`config.mk`:
```
export PLATFORM = sky130hd
export DESIGN_NAME = game_progress_counter
export DESIGN_NICKNAME = d
export VERILOG_FILES = /design/src/rtl/game_progress_counter.sv
export SDC_FILE = /design/constraint.sdc
export NUM_CORES = 1
export LEC_CHECK = 0
export ABC_AREA = 1
export CAP_MARGIN = 20
export CORE_AREA = 2 2 88 124
export CTS_BUF_LIST = sky130_fd_sc_hd__clkbuf_16
export DETAILED_ROUTE_END_ITERATION = 16
export DIE_AREA = 0 0 90 126
export PLACE_DENSITY = 0.58
export RECOVER_POWER = 100
export SETUP_SLACK_MARGIN = 0.5
export SYNTH_ARGS = -nofsm -noshare
export SYNTH_HDL_FRONTEND = slang
export SYNTH_SLANG_ARGS = --single-unit
```
`constraint.sdc`:
```
create_clock -name CLK -period 1.8 [get_ports CLK]
set_clock_uncertainty 0.05 [all_clocks]
set_input_delay 0.27 -clock CLK [delete_from_list [all_inputs] [get_ports CLK]]
set_output_delay 0.27 -clock CLK [all_outputs]
set_load 0.01 [all_outputs]
```
`src/rtl/game_progress_counter.sv`:
```
// Snake game progress: apple score, timed-mode countdown and win flags.
// Counts in PLAY, clears in START, freezes in WINNER/LOSER.
module game_progress_counter #(
  parameter int CLK_FREQ     = 100_000_000,
  parameter int TARGET_SCORE = 10,
  parameter int TIME_LIMIT_S = 60
) (
  input  logic       CLK,
  input  logic       RESET,
  input  logic [1:0] MSM_STATE,
  input  logic       TIMED_MODE,
  input  logic       APPLE_EATEN,
  output logic [7:0] SCORE_BCD,
  output logic [7:0] TIME_LEFT_BCD,
  output logic       SCORE_WIN,
  output logic       WIN
);

  typedef enum logic [1:0] {
    ST_START  = 2'd0,
    ST_PLAY   = 2'd1,
    ST_WINNER = 2'd2,
    ST_LOSER  = 2'd3
  } msm_e;

  localparam int PW = $clog2(CLK_FREQ);

  localparam logic [7:0] TIME_INIT =
    8'(((TIME_LIMIT_S / 10) << 4) + (TIME_LIMIT_S % 10));
  localparam logic [7:0] TARGET_BCD =
    8'(((TARGET_SCORE / 10) << 4) + (TARGET_SCORE % 10));
  localparam logic [PW-1:0] PRESC_MAX = PW'(CLK_FREQ - 1);

  msm_e          msm;
  logic          apple_q;
  logic          timed_q;
  logic [PW-1:0] presc;
  logic [7:0]    score;
  logic [7:0]    tleft;
  logic          swin;
  logic          win;

  logic          rise;
  logic          wrap;
  logic          timed_n;
  logic [PW-1:0] presc_n;
  logic [7:0]    score_n;
  logic [7:0]    tleft_n;
  logic          swin_n;
  logic          win_n;

  assign msm  = msm_e'(MSM_STATE);
  assign rise = APPLE_EATEN & ~apple_q;
  assign wrap = (presc == PRESC_MAX);

  // Next-state for score, countdown, prescaler and win flags
  always_comb begin
    timed_n = timed_q;
    presc_n = presc;
    score_n = score;
    tleft_n = tleft;
    swin_n  = swin;
    win_n   = win;
    unique case (msm)
      ST_START: begin
        timed_n = TIMED_MODE;
        presc_n = '0;
        score_n = 8'h00;
        tleft_n = TIME_INIT;
        swin_n  = 1'b0;
        win_n   = 1'b0;
      end
      ST_PLAY: begin
        if (rise && score != 8'h99) begin
          if (score[3:0] == 4'd9)
            score_n = {score[7:4] + 4'd1, 4'd0};
          else
            score_n = {score[7:4], score[3:0] + 4'd1};
        end
        if (timed_q) begin
          presc_n = wrap ? '0 : presc + 1'b1;
          if (wrap && tleft != 8'h00) begin
            if (tleft[3:0] == 4'd0)
              tleft_n = {tleft[7:4] - 4'd1, 4'd9};
            else
              tleft_n = {tleft[7:4], tleft[3:0] - 4'd1};
          end
        end
        swin_n = (score_n >= TARGET_BCD);
        win_n  = timed_q && (tleft_n == 8'h00);
      end
      ST_WINNER, ST_LOSER: begin
      end
    endcase
  end

  // Apple edge detector runs in every state
  always_ff @(posedge CLK or posedge RESET) begin
    if (RESET) apple_q <= 1'b0;
    else       apple_q <= APPLE_EATEN;
  end

  // Game progress state registers
  always_ff @(posedge CLK or posedge RESET) begin
    if (RESET) begin
      timed_q <= 1'b0;
      presc   <= '0;
      score   <= 8'h00;
      tleft   <= TIME_INIT;
      swin    <= 1'b0;
      win     <= 1'b0;
    end else begin
      timed_q <= timed_n;
      presc   <= presc_n;
      score   <= score_n;
      tleft   <= tleft_n;
      swin    <= swin_n;
      win     <= win_n;
    end
  end

  assign SCORE_BCD     = score;
  assign TIME_LEFT_BCD = tleft;
  assign SCORE_WIN     = swin;
  assign WIN           = win;

endmodule

```
==> results of run 1 <==
## sequential cells by signal, summed over array words and instances (netlist names)
register,cells
SCORE_WIN,1
timed_q,1
SCORE_BCD,8
WIN,1
apple_q,1
TIME_LEFT_BCD,8
presc,27
## power groups by stage
| stage | clock network [W] | registers, W | logic [W] |
|---|---|---|---|
| 6_report | 0.000937 | 0.00109 | 0.000317 |
| 4_1_cts | 0.000959 | 0.00108 | 0.000307 |
| 2_1_floorplan | 0 | 0.00110 | 0.000135 |
| 3_5_place_dp | 0 | 0.00110 | 0.000249 |
| 5_1_grt | 0.000984 | 0.00109 | 0.000344 |
| 3_3_place_gp | 0 | 0.00110 | 0.000247 |
## metal layers
layer  GRT usage (%)  vias up  wire length, um
met5               0        -                0
met3           2.452       27              302
li1                -     1621                -
met1           16.60     1580             3641
met4           9.140        0              309
met2           32.51       96             5510
## final cells by class
| cell class | instances | area share, % |
|---|---|---|
| clock buffers | 5 | 2.635 |
| clock inverters | 3 | 0.4216 |
| inverters | 64 | 5.402 |
| multi-input cells | 299 | 42.06 |
| flip-flops and latches | 47 | 24.90 |
| well taps | 138 | 3.636 |
| repair buffers | 127 | 20.95 |
## cells by family after synthesis
group | share of synthesized area (%)
simple gates | 36.85
flops | 39.01
xor+xnor | 2.029
buf+inv | 9.482
compound gates | 10.56
fa+ha+maj | 2.070
## cell usage in the layout, fill, tap and decap left out, types with 7 or more instances in the layout
| cell | synthesis | routed |
|---|---|---|
| nand2_1 | 88 | 73 |
| inv_2 | 4 | 16 |
| nand3_2 | 1 | 8 |
| a21oi_1 | 15 | 10 |
| dfrtp_1 | 45 | 42 |
| clkbuf_1 | 2 | 13 |
| nor3_1 | 17 | 11 |
| nand4_1 | 11 | 11 |
| nor2_2 | 8 | 11 |
| nor2_1 | 51 | 38 |
| o21ai_1 | 3 | 17 |
| buf_4 | 0 | 77 |
| buf_6 | 3 | 19 |
| nand2_4 | 1 | 7 |
| nor2_4 | 4 | 14 |
| nand3_1 | 24 | 15 |
| nand2_2 | 10 | 19 |
| inv_1 | 59 | 45 |
## how the worst min path moves through the flow
| stage | from | to | slack (ps) |
|---|---|---|---|
| floorplan | RESET | SCORE_BCD[0]$_DFFE_PP0P_ | 240 |
| global route | WIN$_DFFE_PP0P_ | WIN$_DFFE_PP0P_ | 470 |
| detailed placement | WIN$_DFFE_PP0P_ | WIN$_DFFE_PP0P_ | 420 |
| finish | WIN$_DFFE_PP0P_ | WIN$_DFFE_PP0P_ | 440 |
| CTS | RESET | TIME_LEFT_BCD[1]$_DFFE_PP0P_ | 300 |
| global placement | WIN$_DFFE_PP0P_ | WIN$_DFFE_PP0P_ | 430 |
## per-stage QoR
step	instances	setup TNS (ps)	hold slack (ps)	utilization, %	cell area (um2)
after detailed placement	622	-1735	423.2	38.09	3900
final	683	-0.03708	444.5	46.37	4748
after global placement	622	-1166	433.4	38.09	3900
after floorplan	415	0	242.5	-	3141
after global routing	683	-503.6	473.4	46.37	4748
after CTS	667	0	301.1	43.98	4503
## critical path: cells and delay by family (launching register included)
family	cells	cell delay [ps]
simple gates	9	710
buf+inv	3	290
flops	1	540
fa+ha+maj	1	150
## timing repair
item,in CTS,in global routing
resized for setup,122,58
cloned,1,0
setup endpoints to repair,63,60
pin swaps,23,37
setup buffers,36,16
hold buffers,0,0
==> results.cfg, run 1 <==
[critical_path]
startpoint_type = flip-flop
reg2regPathDepth = 13
crit_end = WIN$_DFFE_PP0P_
r2r_slack_ps = -0.04
path_cells = inv_2, ha_4, nand3_2, nor2_2, nor2_2, buf_4, buf_6, nand3_2, nand2_1, nand2_1, nor2_1, nand3_1, nand2_1
arrival_ps = 1990
timing_worst_setup_path_type = flip-flop to flip-flop
worst_ep_required_time_ps = 1990
critPathMaxFanout = 4
crit_path_end_kind = flip-flop
rr_endpoint = WIN$_DFFE_PP0P_
crit_slowest_cell = dfstp_2
max_stage_delay_ps = 540
startpoint = TIME_LEFT_BCD[5]$_DFFE_PP1P_
crit_top_cell = nand2_1
reg2reg_from = TIME_LEFT_BCD[5]$_DFFE_PP1P_

[routing]
drtAntennaViolNets = 0
drc = 0
wirelength_um = 9762
via_per_inst = 4.867
vias = 3324
drt_iter0_drc = 203
wl_per_cell_um = 14.29
dr.pass1.iters = 4

[hold_path]
hold_depth = 2
hold_path_class = flip-flop to flip-flop

[layout]
syn2layout_area_growth_pct = 57.14
multi_input_area_um2 = 1997
n_antenna_cell = 0
fillCellCount = 1012
drive_gt1_share_pct = 42.94
regArea_um2 = 1182
fin_nets = 555

[floorplanning]
design.portCount = 24
rows = 44
start_util_pct = 29.51
die_x_um = 90
dieArea_um2 = 11340
die_y_um = 126
core-area_um2 = 10240

[timing]
slew_headroom_pct = 48.12
hold_violations = 0
worst_pin_slew_ps = 774.0
finalSetupViolations = 1
worst_slack_ps = -0.03708
grt_setup_unrepaired = yes
fmax_mhz = 555.5
maxSlewViolCount = 0
fin_crit_ps = 1800
fin_crit_sh_pct = 100.0

[global_route]
antenna_found_initial = 0
grt_max_degree = 28
grt_overflow_total = 0
grt_first_pass_wirelength_um = 15320
grt_usage_pct = 16.64
grt_pass1_vias = 3437

[status]
violations = negative setup slack
status = finished with violations

[placed_design]
gp_congestion = 0.8970
dp_hpwl_um = 6711
dp_slack_ps = -117.5
port_buffers = 23

[pwr]
p_leak_nw = 2.145
switching_share_pct = 26.70
pwr-share-clk_pct = 40.0
seqPwrFrac_pct = 46.4
switchingPower_w = 0.0006246
power_w = 0.002339
p_per_area_nw_per_um2 = 492.7
ir_worst_vdd_v = 0.0003531
intPower_w = 0.001715
power_frac_comb_pct = 13.5

[synth]
syn-mean-instance-area_um2 = 7.281
synth_top_area_share_pct = 37.27
netlist_area_um2 = 3022
synth-seq-cells = 47
synth_common_cells = 88 x nand2_1, 59 x inv_1, 51 x nor2_1
ys_seq_area_share_pct = 39.01
synth_nets = 426
yosysTopAreaCell = dfrtp_1
synth_warnings = 0
synthFlopType = dfrtp_1
synthCells = 415
synth_cell_type_count = 42
ys_top_cells_by_area = dfrtp_1 37%, nand2_1 11%, inv_1 7.3%
synth.most_common_cell = nand2_1
synth_edf_count = 0
async_flop_share_pct = 100.0

[clock_network]
root_buffer = clkbuf_16
clockBufferDepth = 2
clkLatencyLatePin_ps = 290
cts_buffers = 5
clock-sinks = 47
cts_max_level = 2
cts_tree = done
path_clk_slew_ps = 70

[job]
max-cap-violations = 0
Power figures use the tool's default switching activity.
==> run 2: changes to the inputs <==
Settings changed: CAP_MARGIN 20 to 30, TNS_END_PERCENT from default to 30.
==> run 2 against run 1 <==
Net effect:
- the run still ends with negative setup slack left
- hold slack worse by 64 ps
- sequential cell count unchanged
- global-route usage down 0.55 points
- final area down 2.7%
- non-clock buffer count down 41
- critical endpoint unchanged
==> results.cfg, run 2 (synthesis gave the netlist of run 1 again) <==
[hold_path]
hold_depth = 4
hp-start = MSM_STATE[0]
hold_path_class = input pin to flip-flop

[critical_path]
crit_slowest_cell = dfrtp_1
startpoint_type = flip-flop
max_stage_delay_ps = 410
reg2reg_from = presc[0]$_DFFE_PP0P_
arrival_ps = 1990
r2r_slack_ps = -7
path_cells = ha_4, nand2_4, nor2_4, nand2_4, nor2_8, nand4_1, nand2_1, nand2_2, nor2_2, nand3_1, nand2_1
reg2regPathDepth = 11
worst_ep_required_time_ps = 1980
startpoint = presc[0]$_DFFE_PP0P_
crit_path_end_kind = flip-flop
timing_worst_setup_path_type = flip-flop to flip-flop
critPathMaxFanout = 7

[floorplanning]
die_x_um = 90
dieArea_um2 = 11340
rows = 44
design.portCount = 24
core-area_um2 = 10240
start_util_pct = 29.51
die_y_um = 126

[pwr]
ir_worst_vdd_v = 0.0004696
pwr-share-clk_pct = 42.8
power_w = 0.002449
power_frac_comb_pct = 12.7
switching_share_pct = 24.85
seqPwrFrac_pct = 44.4
switchingPower_w = 0.0006085
intPower_w = 0.001841
p_leak_nw = 2.084
p_per_area_nw_per_um2 = 529.9

[timing]
fin_crit_ps = 1807
fin_crit_sh_pct = 100.4
hold_violations = 0
fmax_mhz = 553.5
grt_setup_unrepaired = yes
slew_headroom_pct = 20.81
worst_slack_ps = -6.678
maxSlewViolCount = 0
worst_pin_slew_ps = 1188
finalSetupViolations = 1

[clock_network]
cts_buffers = 5
clkLatencyLatePin_ps = 290
cts_max_level = 2
root_buffer = clkbuf_16
clockBufferDepth = 2
cts_tree = done
clock-sinks = 47
path_clk_slew_ps = 60

[layout]
syn2layout_area_growth_pct = 52.96
fin_nets = 515
top_register = presc
n_antenna_cell = 0
final_common_cell = nand2_1
fin_cells = 643
largest_reg_flops = 27
final_cell_mix = 76 x nand2_1, 50 x buf_4, 48 x inv_1
fillCellCount = 1021
drive_gt1_share_pct = 40.40

[global_route]
antenna_found_initial = 0
grt_pass1_vias = 3232
grt_overflow_total = 0
grt_max_degree = 48
grt_usage_pct = 16.09
grt_first_pass_wirelength_um = 14940

[placed_design]
gp_congestion = 0.8999
dp_hpwl_um = 6493
placed_cells = 614
port_buffers = 23

[routing]
wl_per_cell_um = 14.23
vias = 3146
wirelength_um = 9150
dr.pass1.iters = 4
drt_iter0_drc = 127
via_per_inst = 4.893
drc = 0
drtAntennaViolNets = 0

[status]
violations = negative setup slack
status = finished with violations

[job]
max-cap-violations = 0
run 2: cell types whose count changed in the layout (fill, tap and decap cells not counted), sizes merged, moves of 2 or more:
cell,previous run,this run
clkdlybuf4s25,4,7
dlygate4sd3,3,1
clkinv,2,4
buf,103,66
clkinvlp,3,0
clkbuf,20,12
run 2: area by class of cell:
cell class              count  area, um2  area share, %
flip-flops and latches     47       1184          25.61
repair inverters            1      8.758         0.1895
multi-input cells         299       2118          45.83
well taps                 138      172.7          3.736
clock inverters             3      38.79         0.8392
clock buffers               5      125.1          2.707
inverters                  64      255.2          5.522
repair buffers             86      719.4          15.57
run 2: critical path: cells and delay by family, from the launching register on:
kind	cells	cell delay, ps
simple gates	10	1110
flops	1	410
fa+ha+maj	1	190
run 2: metrics by stage:
| stage | hold slack [ps] | instance area, um2 | TNS [ps] | utilization, % | setup slack [ps] |
|---|---|---|---|---|---|
| 3_5_place_dp | 436.4 | 3829 | -1062 | 37.39 | -132.4 |
| 2_1_floorplan | 251.4 | 3117 | 0 | - | 21.05 |
| 5_1_grt | 411.5 | 4622 | -847.8 | 45.14 | -115.0 |
| 4_1_cts | 303.3 | 4367 | -21.00 | 42.64 | -12.44 |
| 3_3_place_gp | 426.2 | 3829 | -767.7 | 37.39 | -110.4 |
| 6_report | 380.3 | 4622 | -6.678 | 45.14 | -6.678 |
run 2: power groups by stage:
stage                     clock network, W  logic [W]  registers, W
final                              0.00105   0.000312       0.00109
after global routing               0.00111   0.000340       0.00109
after CTS                          0.00108   0.000300       0.00109
after detailed placement                 0   0.000246       0.00110
after global placement                   0   0.000243       0.00110
after floorplan                          0   0.000128       0.00110
run 2: layer usage:
metal  GRT usage, %  part of all wire, %  up-vias
li1               -                    -     1538
met1          17.20                   38     1515
met2          30.74                   55       63
met3          2.811                  2.9       30
met4          6.878                  3.9        0
met5              0                    0        -
run 2: final timing paths:
| check | endpoint |
|---|---|
| setup reg to reg | WIN$_DFFE_PP0P_ |
| max in group asynchronous | presc[23]$_DFFE_PP0P_ |
| hold reg to reg | WIN$_DFFE_PP0P_ |
| setup / recovery | WIN$_DFFE_PP0P_ |
| hold / removal | SCORE_BCD[0]$_DFFE_PP0P_ |
| min in group asynchronous | presc[6]$_DFFE_PP0P_ |
run 2: timing repair:
action,4_1_cts,5_1_grt
hold buffers,0,0
pin swaps,40,35
hold endpoints to repair,0,0
setup buffers,7,12
endpoints found under the setup margin,63,58
resized for setup,122,63
gates cloned,1,1
==> run 3: changes to the inputs <==
Settings changed: SKIP_LAST_GASP from default to 1.
==> run 3 against run 2 <==
Net effect:
- the flow now finishes without violations
- sequential cell count did not move
- sequential share of layout area up 1.4 points
- wire length fell by 3.3%
- count of clock-buffer cells in the layout is the same
- critical path depth unchanged
- die area stayed put
- fmax grew 0.52%
- largest cell class unchanged
- clock power about the same
- global-route usage fell by 0.33 points
- via count is 0.19% lower
==> results.cfg, run 3 (synthesis gave the netlist of run 1 again) <==
[status]
status = completed

[global_route]
grt_pass1_vias = 3204
grt_usage_pct = 15.76
grt_max_degree = 48
grt_first_pass_wirelength_um = 14600
antenna_found_initial = 0
grt_overflow_total = 0

[pwr]
power_w = 0.002421
p_per_area_nw_per_um2 = 552.8
p_leak_nw = 2.011
ir_worst_vdd_v = 0.0004572

[critical_path]
arrival_ps = 1980
crit_path_end_kind = flip-flop
critPathMaxFanout = 7
startpoint_type = flip-flop
worst_ep_required_time_ps = 1980
timing_worst_setup_path_type = flip-flop to flip-flop

[layout]
fin_nets = 515
regArea_um2 = 1182
syn2layout_area_growth_pct = 44.93
largest_reg_flops = 27
top_register = presc
fillCellCount = 1063
multi_input_area_um2 = 1849
utilization_pct = 42.77
design_area_um2 = 4379
final_cell_mix = 81 x nand2_1, 54 x buf_4, 50 x inv_1
final_common_cell = nand2_1
n_antenna_cell = 0
drive_gt1_share_pct = 32.48

[floorplanning]
core-area_um2 = 10240
dieArea_um2 = 11340
design.portCount = 24
die_y_um = 126
die_x_um = 90
start_util_pct = 29.51
rows = 44

[routing]
wirelength_um = 8844
via_per_inst = 4.883
drt_iter0_drc = 130
drc = 0
vias = 3140
wl_per_cell_um = 13.75
drtAntennaViolNets = 0
dr.pass1.iters = 4

[timing]
finalSetupViolations = 0
worst_pin_slew_ps = 1181
grt_setup_unrepaired = yes
slew_headroom_pct = 21.25
maxSlewViolCount = 0
worst_slack_ps = 2.710
fin_crit_sh_pct = 99.85
hold_violations = 0
fin_crit_ps = 1797
fmax_mhz = 556.4
tns_ps = 0

[placed_design]
port_buffers = 23
gp_congestion = 0.8999
dpl_cell_area_um2 = 3829
dp_hpwl_um = 6493
dp_slack_ps = -132.4

[clock_network]
clockBufferDepth = 2
postCtsHoldBufs = 0
clock-sinks = 47
clkLatencyLatePin_ps = 290
root_buffer = clkbuf_16
cts_max_level = 2
path_clk_slew_ps = 60
cts_buffers = 5
cts_tree = done

[job]
max-cap-violations = 0

[hold_path]
hold_path_class = flip-flop to flip-flop
==> run 3: cell types whose count changed in the layout (fill, tap and decap cells not counted), sizes merged <==
cell | before | now
buf | 66 | 64
clkbuf | 12 | 7
clkdlybuf4s25 | 7 | 0
clkdlybuf4s50 | 2 | 4
dlygate4sd2 | 2 | 0
dlygate4sd3 | 1 | 17
dlymetal6s2s | 1 | 0
inv | 63 | 62
==> run 3: final timing paths <==
check	cells after the start	end	from	slack [ps]
max	11	WIN$_DFFE_PP0P_	presc[0]$_DFFE_PP0P_	3
min	2	WIN$_DFFE_PP0P_	WIN$_DFFE_PP0P_	450
max reg2reg	11	WIN$_DFFE_PP0P_	presc[0]$_DFFE_PP0P_	3
min reg2reg	2	WIN$_DFFE_PP0P_	WIN$_DFFE_PP0P_	450
max in group asynchronous	3	presc[2]$_DFFE_PP0P_	RESET	290
min in group asynchronous	3	presc[6]$_DFFE_PP0P_	RESET	620
==> run 3: repair_timing <==
| item | CTS | global route |
|---|---|---|
| gates resized for setup | 37 | 34 |
| cloned | 1 | 0 |
| pin swaps | 8 | 20 |
| buffers inserted | 7 | 13 |
| endpoints found under the setup margin | 63 | 63 |
==> run 3: final cells by class <==
type                    count  area share (%)
multi-input cells         299           42.23
flip-flops and latches     47           27.00
inverters                  64           5.771
clock buffers               5           2.857
well taps                 138           3.943
repair buffers             87           17.31
clock inverters             3          0.8857
==> run 3: power breakdown <==
group          total, W  internal (W)  switching (W)
clock           0.00105      0.000648       0.000398
combinational  0.000288      0.000118       0.000170
sequential      0.00109       0.00107      0.0000154
total           0.00242       0.00184       0.000583
==> run 3: stage by stage <==
step	instances	hold slack, ps
4_1_cts	630	303.3
3_3_place_gp	614	426.2
6_report	643	446.7
2_1_floorplan	415	251.4
3_5_place_dp	614	436.4
5_1_grt	643	492.4
==> run 3: worst max-delay path, stage by stage, from the launching register on <==
cell and delay [ps]:
dfrtp_1 400, ha_4 190, nand2_4 70, nor2_4 120, nand2_4 90, nor2_8 160
nand4_1 190, nand2_1 140, nand2_2 70, nor2_2 110, nand3_1 80, nand2_1 60
==> run 3: layer usage <==
metal / vias to the layer above / global-route usage (%) / share of wire [%]
li1: 1537 / - / -
met1: 1499 / 17.01 / 38
met2: 70 / 29.94 / 55
met3: 34 / 2.751 / 3.1
met4: 0 / 6.697 / 3.9
met5: - / 0 / 0
